File: src/rtl/riscv_defines.sv
// Shared decode constants and types for the quantized-result packer.
// VEC_MODE2 / VEC_MODE4 select the quantized pixel width on vecmode_i.
package riscv_defines;

  localparam logic [2:0] VEC_MODE2 = 3'b101;
  localparam logic [2:0] VEC_MODE4 = 3'b110;

  // Field width per accepted result in the packed word
  localparam int QNT_PACK_F2 = 4;
  localparam int QNT_PACK_F4 = 8;

  typedef enum logic [1:0] {
    QNT_EMPTY = 2'd0,
    QNT_FILL  = 2'd1,
    QNT_HOLD  = 2'd2
  } qnt_pack_state_e;

endpackage

File: src/rtl/riscv_qnt_pack_outreg.sv
// Single-entry output register with valid/ready handshake.
// Valid/ready: a word moves out on a cycle where valid_o & ready_i are both
// high; valid_o never drops and data_o/count_o never change until then.
// can_load_o tells the producer a new word may be written this cycle.
module riscv_qnt_pack_outreg #(
  parameter int W  = 32,
  parameter int CW = 5
) (
  input  logic          clk,
  input  logic          rst_n,
  input  logic          load_i,
  input  logic [W-1:0]  data_i,
  input  logic [CW-1:0] count_i,
  output logic          can_load_o,
  output logic          valid_o,
  output logic [W-1:0]  data_o,
  output logic [CW-1:0] count_o,
  input  logic          ready_i
);

  logic          valid_q;
  logic [W-1:0]  data_q;
  logic [CW-1:0] count_q;

  assign can_load_o = !valid_q | ready_i;
  assign valid_o    = valid_q;
  assign data_o     = data_q;
  assign count_o    = count_q;

  // Load a new word (possibly in the same cycle the old one is taken)
  always_ff @(posedge clk or negedge rst_n) begin
    if (!rst_n) begin
      valid_q <= 1'b0;
      data_q  <= '0;
      count_q <= '0;
    end else if (load_i) begin
      valid_q <= 1'b1;
      data_q  <= data_i;
      count_q <= count_i;
    end else if (ready_i) begin
      valid_q <= 1'b0;
    end
  end

endmodule

File: src/rtl/riscv_qnt_packer.sv
// Packs 2-bit or 4-bit quantized pixel pairs into 32-bit words for the store
// path. Optional performance counters are enabled with QNT_PACKER_PERF_EN.
// Valid/ready: an input is taken when in_valid_i & in_ready_o; a word is
// taken when out_valid_o & out_ready_i, and is held stable until then.
module riscv_qnt_packer
  import riscv_defines::*;
#(
  parameter int MSB_FIRST = 0,
  parameter int WORD_W    = 32
) (
  input  logic              clk,
  input  logic              rst_n,
  input  logic [2:0]        vecmode_i,
  input  logic              in_valid_i,
  input  logic [7:0]        in_data_i,
  output logic              in_ready_o,
  input  logic              flush_i,
  output logic              out_valid_o,
  output logic [WORD_W-1:0] out_data_o,
  output logic [4:0]        out_count_o,
  input  logic              out_ready_i,
  output logic              busy_o
`ifdef QNT_PACKER_PERF_EN
  ,
  output logic [31:0]       words_o,
  output logic [31:0]       stall_cycles_o
`endif
);

  qnt_pack_state_e   state_q, state_d;
  logic [WORD_W-1:0] acc_q, acc_d;
  logic [3:0]        slot_q, slot_d;
  logic              mode_q, mode_d;   // 1: 2-bit pixels, 0: 4-bit pixels

  logic              mode_in, cur_mode, mismatch, in_ready, accept;
  logic [3:0]        n_slots, pos, slot_ins, close_slots;
  logic [4:0]        shamt;
  logic [WORD_W-1:0] field, acc_ins, close_data, load_data;
  logic [4:0]        load_cnt;
  logic              full, close, pending, load, can_load;

  // Slot insertion, word-close detection and next-state selection
  always_comb begin
    mode_in  = (vecmode_i == VEC_MODE2);
    cur_mode = (state_q == QNT_EMPTY) ? mode_in : mode_q;
    mismatch = (state_q == QNT_FILL) & in_valid_i & (mode_in != mode_q);
    in_ready = (state_q != QNT_HOLD) & !mismatch;
    accept   = in_valid_i & in_ready;

    n_slots  = cur_mode ? 4'd8 : 4'd4;
    pos      = (MSB_FIRST != 0) ? (n_slots - 4'd1 - slot_q) : slot_q;
    shamt    = cur_mode ? {pos[2:0], 2'b00} : {pos[1:0], 3'b000};
    field    = cur_mode ? {{(WORD_W-QNT_PACK_F2){1'b0}}, in_data_i[3:0]}
                        : {{(WORD_W-QNT_PACK_F4){1'b0}}, in_data_i};
    acc_ins  = acc_q | (field << shamt);
    slot_ins = slot_q + 4'd1;

    // A mode change mid-word closes the partial word like a flush
    full     = accept & (slot_ins == n_slots);
    close    = full | mismatch |
               (flush_i & (state_q != QNT_HOLD) & ((slot_q != 4'd0) | accept));

    close_data  = accept ? acc_ins : acc_q;
    close_slots = accept ? slot_ins : slot_q;

    pending   = close | (state_q == QNT_HOLD);
    load      = pending & can_load;
    load_data = (state_q == QNT_HOLD) ? acc_q : close_data;
    load_cnt  = (state_q == QNT_HOLD) ? {slot_q, 1'b0} : {close_slots, 1'b0};

    state_d = state_q;
    acc_d   = acc_q;
    slot_d  = slot_q;
    mode_d  = mode_q;
    if (accept && state_q == QNT_EMPTY) mode_d = mode_in;
    if (load) begin
      state_d = QNT_EMPTY;
      acc_d   = '0;
      slot_d  = 4'd0;
    end else if (close) begin
      state_d = QNT_HOLD;
      acc_d   = close_data;
      slot_d  = close_slots;
    end else if (accept) begin
      state_d = QNT_FILL;
      acc_d   = acc_ins;
      slot_d  = slot_ins;
    end
  end

  // Packer state machine and accumulator registers
  always_ff @(posedge clk or negedge rst_n) begin
    if (!rst_n) begin
      state_q <= QNT_EMPTY;
      acc_q   <= '0;
      slot_q  <= 4'd0;
      mode_q  <= 1'b0;
    end else begin
      state_q <= state_d;
      acc_q   <= acc_d;
      slot_q  <= slot_d;
      mode_q  <= mode_d;
    end
  end

  riscv_qnt_pack_outreg #(
    .W  (WORD_W),
    .CW (5)
  ) u_outreg (
    .clk        (clk),
    .rst_n      (rst_n),
    .load_i     (load),
    .data_i     (load_data),
    .count_i    (load_cnt),
    .can_load_o (can_load),
    .valid_o    (out_valid_o),
    .data_o     (out_data_o),
    .count_o    (out_count_o),
    .ready_i    (out_ready_i)
  );

  assign in_ready_o = in_ready;
  assign busy_o     = (state_q != QNT_EMPTY) | out_valid_o;

`ifdef QNT_PACKER_PERF_EN
  logic [31:0] words_q, stall_q;

  // Count words taken and cycles where an input was refused
  always_ff @(posedge clk or negedge rst_n) begin
    if (!rst_n) begin
      words_q <= '0;
      stall_q <= '0;
    end else begin
      if (out_valid_o & out_ready_i) words_q <= words_q + 32'd1;
      if (in_valid_i & !in_ready)    stall_q <= stall_q + 32'd1;
    end
  end

  assign words_o        = words_q;
  assign stall_cycles_o = stall_q;
`endif

endmodule
File: config.mk
export PLATFORM = sky130hd
export DESIGN_NAME = riscv_qnt_packer
export DESIGN_NICKNAME = d
export VERILOG_FILES = /design/src/rtl/riscv_defines.sv /design/src/rtl/riscv_qnt_pack_outreg.sv /design/src/rtl/riscv_qnt_packer.sv
export SDC_FILE = /design/constraint.sdc
export NUM_CORES = 1
export LEC_CHECK = 0
export BUFFER_PORTS_ARGS = -buffer_cell sky130_fd_sc_hd__buf_2
export CAP_MARGIN = 20
export CORE_AREA = 2 2 98 100
export DETAILED_ROUTE_END_ITERATION = 8
export DIE_AREA = 0 0 100 102
export GPL_ROUTABILITY_DRIVEN = 0
export GPL_TIMING_DRIVEN = 1
export PLACE_DENSITY_LB_ADDON = 0.25
export SLEW_MARGIN = 5
export SYNTH_ARGS = -nofsm -noshare
export SYNTH_HDL_FRONTEND = slang
export SYNTH_SLANG_ARGS = --single-unit
File: constraint.sdc
create_clock -name clk -period 3.3 [get_ports clk]
set_input_delay 0.33 -clock clk [delete_from_list [all_inputs] [get_ports clk]]
set_output_delay 0.33 -clock clk [all_outputs]
set_load 0.01 [all_outputs]
==> metrics, run 1 <==
peak supply drop 0.413 mV; WL per Instance 15.5 microns; clock root cell sky130_fd_sc_hd__clkbuf_8; synthesized area per cell 10.7 sq um; die height 102 microns; synthesized area 3550 sq um; setup skew after layout 0.00649 ns; final hold viol count 0; count of pins over their slew limit 0; chip width 100 microns; combinational family with the most area after synthesis compound AO/OA/AOI/OAI gates; area added between synthesis and finish 13.7%; initial core utilization 0.390; maximum clock frequency 0.349 GHz; cell type with the highest aggregate area in the netlist sky130_fd_sc_hd__dfrtp_1; ranking of synthesized cells by area sky130_fd_sc_hd__dfrtp_1 54%, sky130_fd_sc_hd__mux2i_1 12%, sky130_fd_sc_hd__inv_1 4.6%, sky130_fd_sc_hd__nor2_1 4.3%, sky130_fd_sc_hd__a21oi_1 3.2%; remaining number of nets flagged by the antenna check after routing 0; placed insts 482; total power draw 3.49 mW; worst-skew pair later-pin latency 0.34 ns; leakage power 1.99 nW; count of input and output buffers 54; antenna violations before repair 0; total nets after synthesis 350; crit path kind flop to flop; number of global-route vias before repair 2433; leading post-synthesis cells by instance count 76 x sky130_fd_sc_hd__dfrtp_1, 44 x sky130_fd_sc_hd__inv_1, 41 x sky130_fd_sc_hd__mux2i_1, 41 x sky130_fd_sc_hd__nor2_1, 23 x sky130_fd_sc_hd__a21oi_1; top cell type's share of synthesized area 0.535; aggregate routed wire length 7690 microns; top-level port count 56; vias after detailed routing 2546; Crit path required time 3.55 ns; total global-route track usage 0.158; leading cell type by number of instances after synthesis sky130_fd_sc_hd__dfrtp_1; worst-path fanout max 72; fraction of the mapped netlist area in adder cells 0.0106; share of the clock period used by the worst path after layout 0.868; timing startpoint of the critical path state_q[0]$_DFFE_PN0P_; final hold slack 0.139 ns; type of element launching the critical path flop; Post-CTS Resized 0; number of synthesized register bits 76; length of the first detailed-routing pass in iterations 4; maximum level of the CTS H-tree 3; buffers plus inverters on the worst setup path 1; Synth warnings 0; clk sinks 76; gr ovfl total 0; unrepaired setup endpoints after global routing false; Min-Delay Path Class primary input to asynchronous set/reset pin; R2R Setup Slk 0.44 ns; run status completed; reg-to-reg startpoint state_q[0]$_DFFE_PN0P_; crit path max-delay cell type sky130_fd_sc_hd__buf_4; number of buffers added for setup after CTS 0; TritonCTS buffer count 9; wire length of the first global-routing pass 12500 microns; number of buffers inserted by hold repair at cts 0; DRC Markers 0; drt via density 5.12; Max-Cap Viols 0; Die Outline Area 10200 sq um; count of flip-flops with a built-in enable after synthesis 0; Std-Cell Core Area 9110 sq um; remaining max-slew budget at the tightest pin 0.358; final sum of negative setup slack 0 ns; commonest register cell after synthesis sky130_fd_sc_hd__dfrtp_1; CP cell instances nand2b_1 > nand2_1 > or2_1 > o32ai_4 > buf_4 > mux2i_1; Worst Setup Slack, final 0.435 ns; Register-to-Register Path Depth 6; clock transition at the registers of the reported paths 0.08 ns; Setup violations, final 0; cell area power density 864 nW/um^2; number of standard cells in the layout, taps in and fillers out 497; endpoint arrival time on the critical path 3.12 ns; category of the worst setup path capture point flop; Yosys cell types 49; initial detailed-routing violation count 182; fraction of final layout cells sized beyond drive strength 1 0.207; Synth Area in XOR/XNOR 0.00739; pin count of the biggest net entering global routing 77; simple-gate share of the synthesized area 0.108; standard-cell row count 35; mux contribution to synthesized area 0.119; buffer levels on the longest clock path 2; crit-path max cell delay 0.73 ns; crit path time final 2.86 ns; compound-gate portion of the synthesized area 0.125; share of synthesized flip-flops with an asynchronous set or reset 1.00; pre-CTS setup slack 0.474 ns; slew at the pin closest to its max-slew limit 0.963 ns; clock tree from TritonCTS yes; sequential area share after synthesis 0.535; HPWL after DPL 5200 microns; number of instances in the synthesized netlist 331; Worst R2R End u_outreg.count_o[3]$_DFFE_PN0P_; number of antenna diodes 0; Post-layout nets 401; cell family with most CP delay simple AND/OR/NAND/NOR gates
[layout make-up]
type                       instances  area [sq um]
tap                              111           139
clock buffer                      11           151
multi-input combinational        193          1330
fill                             916          5070
timing repair buffer              58           303
sequential                        76          1900
clock inverter                     4          48.8
inverter                          44           165
[stage by stage]
stage | area, sq um | util
floorplan | 3550 | -
global placement | 3840 | 0.422
detailed placement | 3840 | 0.422
CTS | 4040 | 0.444
global route | 4040 | 0.444
finish | 4040 | 0.444
[report_power, final]
part           leakage, nW  switching [mW]  internal (mW)  total (mW)
clock                0.105           0.330          0.385       0.716
combinational        0.872           0.781          0.536        1.32
sequential            1.01           0.217           1.24        1.46
total                 1.99            1.33           2.16        3.49
[worst register-to-register path, delay by kind of cell (launching register included)]
| family | cells | cell delay, ns |
|---|---|---|
| and+or+nand+nor | 3 | 0.81 |
| buffers and inverters | 1 | 0.73 |
| DFF | 1 | 0.62 |
| muxes | 1 | 0.36 |
| AOI/OAI and AO/OA | 1 | 0.26 |
[worst max path at each step]
stage,to,cells past startpoint
after detailed placement,u_outreg.count_o[4]$_DFFE_PN0P_,6
after CTS,u_outreg.count_o[3]$_DFFE_PN0P_,6
final,u_outreg.count_o[3]$_DFFE_PN0P_,6
after global placement,u_outreg.data_o[31]$_DFFE_PN0P_,6
after floorplan,u_outreg.data_o[24]$_DFFE_PN0P_,10
after global routing,u_outreg.data_o[26]$_DFFE_PN0P_,6
[placed cells by master, fill, tap and decap left out, types with 2 or more instances in the layout]
cell and instances:
sky130_fd_sc_hd__clkinv_2 2, sky130_fd_sc_hd__a21oi_1 23, sky130_fd_sc_hd__ha_1 3, sky130_fd_sc_hd__a31oi_1 16, sky130_fd_sc_hd__mux2i_1 41, sky130_fd_sc_hd__buf_2 53
sky130_fd_sc_hd__o2111ai_1 2, sky130_fd_sc_hd__nor3_1 2, sky130_fd_sc_hd__nor2_1 41, sky130_fd_sc_hd__or3b_1 2, sky130_fd_sc_hd__nor3b_1 4, sky130_fd_sc_hd__clkbuf_8 11
sky130_fd_sc_hd__nor2b_1 3, sky130_fd_sc_hd__o21ai_0 4, sky130_fd_sc_hd__o211ai_1 2, sky130_fd_sc_hd__buf_4 5, sky130_fd_sc_hd__dfrtp_1 76, sky130_fd_sc_hd__a211oi_1 3
sky130_fd_sc_hd__o211a_1 2, sky130_fd_sc_hd__nand3b_1 3, sky130_fd_sc_hd__nand2b_1 2, sky130_fd_sc_hd__nand2_1 11, sky130_fd_sc_hd__inv_1 44, sky130_fd_sc_hd__xnor2_1 3
sky130_fd_sc_hd__o21ai_1 2, sky130_fd_sc_hd__nor4b_1 2
[metal layers]
layer	global-route usage	routed length (microns)	vias up
met5	0	0	-
met4	0.0601	91	0
met3	0.0363	421	8
met2	0.236	3480	67
met1	0.225	3690	1256
li1	-	-	1215
[logic make-up after synthesis]
logic type,after synthesis
AOI/OAI and AO/OA,66
other,1
muxes,42
DFF,76
adders and majority gates,3
and+or+nand+nor,78
buffers and inverters,62
xor gates and xnor gates,3
[registers in the layout, indices dropped and copies added, names as in the netlist]
signal,flops
u_outreg.data_o,32
u_outreg.valid_o,1
u_outreg.count_o,4
pos,4
mode_q,1
state_q,2
acc_q,32
No activity file was read; power rests on OpenSTA's default activity.
==> run 2: changes to the inputs <==
--- a/config.mk
+++ b/config.mk
@@ -7,9 +7,11 @@
 export LEC_CHECK = 0
 export BUFFER_PORTS_ARGS = -buffer_cell sky130_fd_sc_hd__buf_2
 export CAP_MARGIN = 20
-export CORE_AREA = 2 2 98 100
+export CELL_PAD_IN_SITES_DETAIL_PLACEMENT = 0
+export CELL_PAD_IN_SITES_GLOBAL_PLACEMENT = 1
+export CORE_AREA = 2 2 93 95
 export DETAILED_ROUTE_END_ITERATION = 8
-export DIE_AREA = 0 0 100 102
+export DIE_AREA = 0 0 95 97
 export GPL_ROUTABILITY_DRIVEN = 0
 export GPL_TIMING_DRIVEN = 1
 export PLACE_DENSITY_LB_ADDON = 0.25
==> constraint.sdc (replaced) <==
create_clock -name clk -period 3.25 [get_ports clk]
set_input_delay 0.325 -clock clk [delete_from_list [all_inputs] [get_ports clk]]
set_output_delay 0.325 -clock clk [all_outputs]
set_load 0.01 [all_outputs]
==> run 2 against run 1 <==
  * Register-to-register slack better by 0.04 ns
  * Routed wire length down 2.1%
  * Die area decreased by 9.7%
  * Clock skew is 0.0033 ns higher
  * Flip-flop and latch count did not move
  * Utilization grew 5.4 points
  * Final area grew 0.15%
  * Cell count decreased by 0.60%
  * Critical path depth is the same
  * Combinational power is 4% higher
  * Critical path type unchanged
  * Sequential power about the same
==> metrics, run 2 (same netlist as run 1, synthesis figures left out) <==
gr ovfl total 0 (unchanged); leakage power 1.99 nW (about the same); clock root cell sky130_fd_sc_hd__clkbuf_8 (unchanged); count of pins over their slew limit 0 (unchanged); wire length of the first global-routing pass 12600 microns (was 12500 microns); CP cell instances nand2b_1 > nand2_1 > or2_1 > o32ai_4 > buf_4 > mux2i_1 (unchanged); standard-cell row count 33 (was 35); Final Cell Area 4050 sq um (was 4040 sq um); Die Outline Area 9220 sq um (was 10200 sq um); Final Util 0.497 (was 0.444); placed instance area 3840 sq um (about the same); number of buffers inserted by hold repair at cts 0 (unchanged); initial detailed-routing violation count 116 (was 182); peak supply drop 0.349 mV (was 0.413 mV); total power draw 3.56 mW (was 3.49 mW); crit-path max cell delay 0.75 ns (was 0.73 ns); clock tree from TritonCTS yes (unchanged); worst-skew pair later-pin latency 0.35 ns (was 0.34 ns); die height 97 microns (was 102 microns); clock transition at the registers of the reported paths 0.08 ns (about the same); Register-to-Register Path Depth 6 (unchanged); maximum level of the CTS H-tree 3 (unchanged); aggregate routed wire length 7530 microns (was 7690 microns); final hold viol count 0 (unchanged); Std-Cell Core Area 8130 sq um (was 9110 sq um); crit path kind flop to flop (unchanged); category of the worst setup path capture point flop (unchanged); number of global-route vias before repair 2515 (was 2433); run status completed (unchanged); fraction of final layout cells sized beyond drive strength 1 0.211 (was 0.207); WL per Instance 15.2 microns (was 15.5 microns); unrepaired setup endpoints after global routing false (unchanged); length of the first detailed-routing pass in iterations 4 (unchanged); maximum clock frequency 0.361 GHz (was 0.349 GHz); type of element launching the critical path flop (unchanged); Post-CTS Resized 0 (unchanged); cell family with most CP delay buffers and inverters (was simple AND/OR/NAND/NOR gates); slew at the pin closest to its max-slew limit 0.958 ns (was 0.963 ns); crit path time final 2.77 ns (was 2.86 ns); endpoint arrival time on the critical path 3.03 ns (was 3.12 ns); reg-to-reg startpoint state_q[0]$_DFFE_PN0P_ (unchanged); Max-Cap Viols 0 (unchanged); area added between synthesis and finish 13.9% (was 13.7%); R2R Setup Slk 0.48 ns (was 0.44 ns); buffers plus inverters on the worst setup path 1 (unchanged); Setup violations, final 0 (unchanged); remaining max-slew budget at the tightest pin 0.361 (was 0.358); vias after detailed routing 2484 (was 2546); number of antenna diodes 0 (unchanged); count of input and output buffers 54 (unchanged); Post-layout nets 403 (was 401); number of standard cells in the layout, taps in and fillers out 494 (was 497); remaining number of nets flagged by the antenna check after routing 0 (unchanged); commonest cells after routing, fill and taps aside 76 x sky130_fd_sc_hd__dfrtp_1, 54 x sky130_fd_sc_hd__buf_2, 44 x sky130_fd_sc_hd__inv_1, 41 x sky130_fd_sc_hd__nor2_1, 41 x sky130_fd_sc_hd__mux2i_1 (was 76 x sky130_fd_sc_hd__dfrtp_1, 53 x sky130_fd_sc_hd__buf_2, 44 x sky130_fd_sc_hd__inv_1, 41 x sky130_fd_sc_hd__nor2_1, 41 x sky130_fd_sc_hd__mux2i_1); antenna violations before repair 0 (unchanged); share of the clock period used by the worst path after layout 0.852 (was 0.868); placed insts 478 (was 482); Worst R2R End u_outreg.data_o[0]$_DFFE_PN0P_ (was u_outreg.count_o[3]$_DFFE_PN0P_); worst-path fanout max 72 (unchanged); Crit path required time 3.51 ns (was 3.55 ns); Min-Delay Path Class primary input to asynchronous set/reset pin (unchanged); Fillers 764 (was 916); cell area power density 879 nW/um^2 (was 864 nW/um^2); TritonCTS buffer count 9 (unchanged); pin count of the biggest net entering global routing 77 (unchanged); HPWL after DPL 5100 microns (was 5200 microns); DRC Markers 0 (unchanged); number of buffers added for setup after CTS 0 (unchanged); final sum of negative setup slack 0 ns (unchanged); buffer levels on the longest clock path 2 (unchanged); most common cell after layout, fill and taps aside sky130_fd_sc_hd__dfrtp_1 (unchanged); drt via density 5.03 (was 5.12); total global-route track usage 0.176 (was 0.158); top-level port count 56 (unchanged); crit path max-delay cell type sky130_fd_sc_hd__buf_4 (unchanged); chip width 95 microns (was 100 microns); setup skew after layout 0.00976 ns (was 0.00649 ns); initial core utilization 0.437 (was 0.390); clk sinks 76 (unchanged)
run 2: worst reg2reg max path, delay by kind of cell (launching register included):
kind | cells | cell delay [ns]
buf+inv | 1 | 0.75
simple gates | 3 | 0.71
flops | 1 | 0.61
mux | 1 | 0.34
compound gates | 1 | 0.27
run 2: worst max path at each step:
stage,start,endpoint,slack [ns],cells after the start
global placement,pos[1]$_DFF_PN0_,u_outreg.data_o[22]$_DFFE_PN0P_,0.56,8
finish,state_q[0]$_DFFE_PN0P_,u_outreg.data_o[0]$_DFFE_PN0P_,0.48,6
global route,state_q[0]$_DFFE_PN0P_,u_outreg.data_o[0]$_DFFE_PN0P_,0.24,6
floorplan,pos[1]$_DFF_PN0_,u_outreg.data_o[24]$_DFFE_PN0P_,1.06,10
detailed placement,state_q[0]$_DFFE_PN0P_,u_outreg.data_o[26]$_DFFE_PN0P_,0.52,6
CTS,state_q[0]$_DFFE_PN0P_,u_outreg.data_o[0]$_DFFE_PN0P_,0.49,6
run 2: per-layer routing:
metal,vias to the layer above,GRT usage,part of all wire
li1,1222,-,-
met1,1196,0.255,0.49
met2,54,0.259,0.46
met3,12,0.0389,0.037
met4,0,0.0647,0.018
met5,-,0,0
run 2: per-stage QoR:
step                hold slack [ns]  setup slack, ns
global placement              0.461            0.560
finish                        0.214            0.480
floorplan                    0.0294             1.06
global route                  0.299            0.241
CTS                           0.249            0.492
detailed placement            0.469            0.525
run 2: area by class of cell:
cell class	instances	area, sq um	area share
clock buffers	11	141	0.0349
clock inverters	5	60.1	0.0148
inverters	44	165	0.0408
multi-input cells	193	1330	0.329
flip-flops and latches	76	1900	0.470
well taps	105	131	0.0325
repair buffers	60	315	0.0779
run 2: where the power goes:
group / internal (mW) / switching, mW
combinational: 0.552 / 0.818
sequential: 1.26 / 0.195
clock: 0.379 / 0.354
total: 2.19 / 1.37
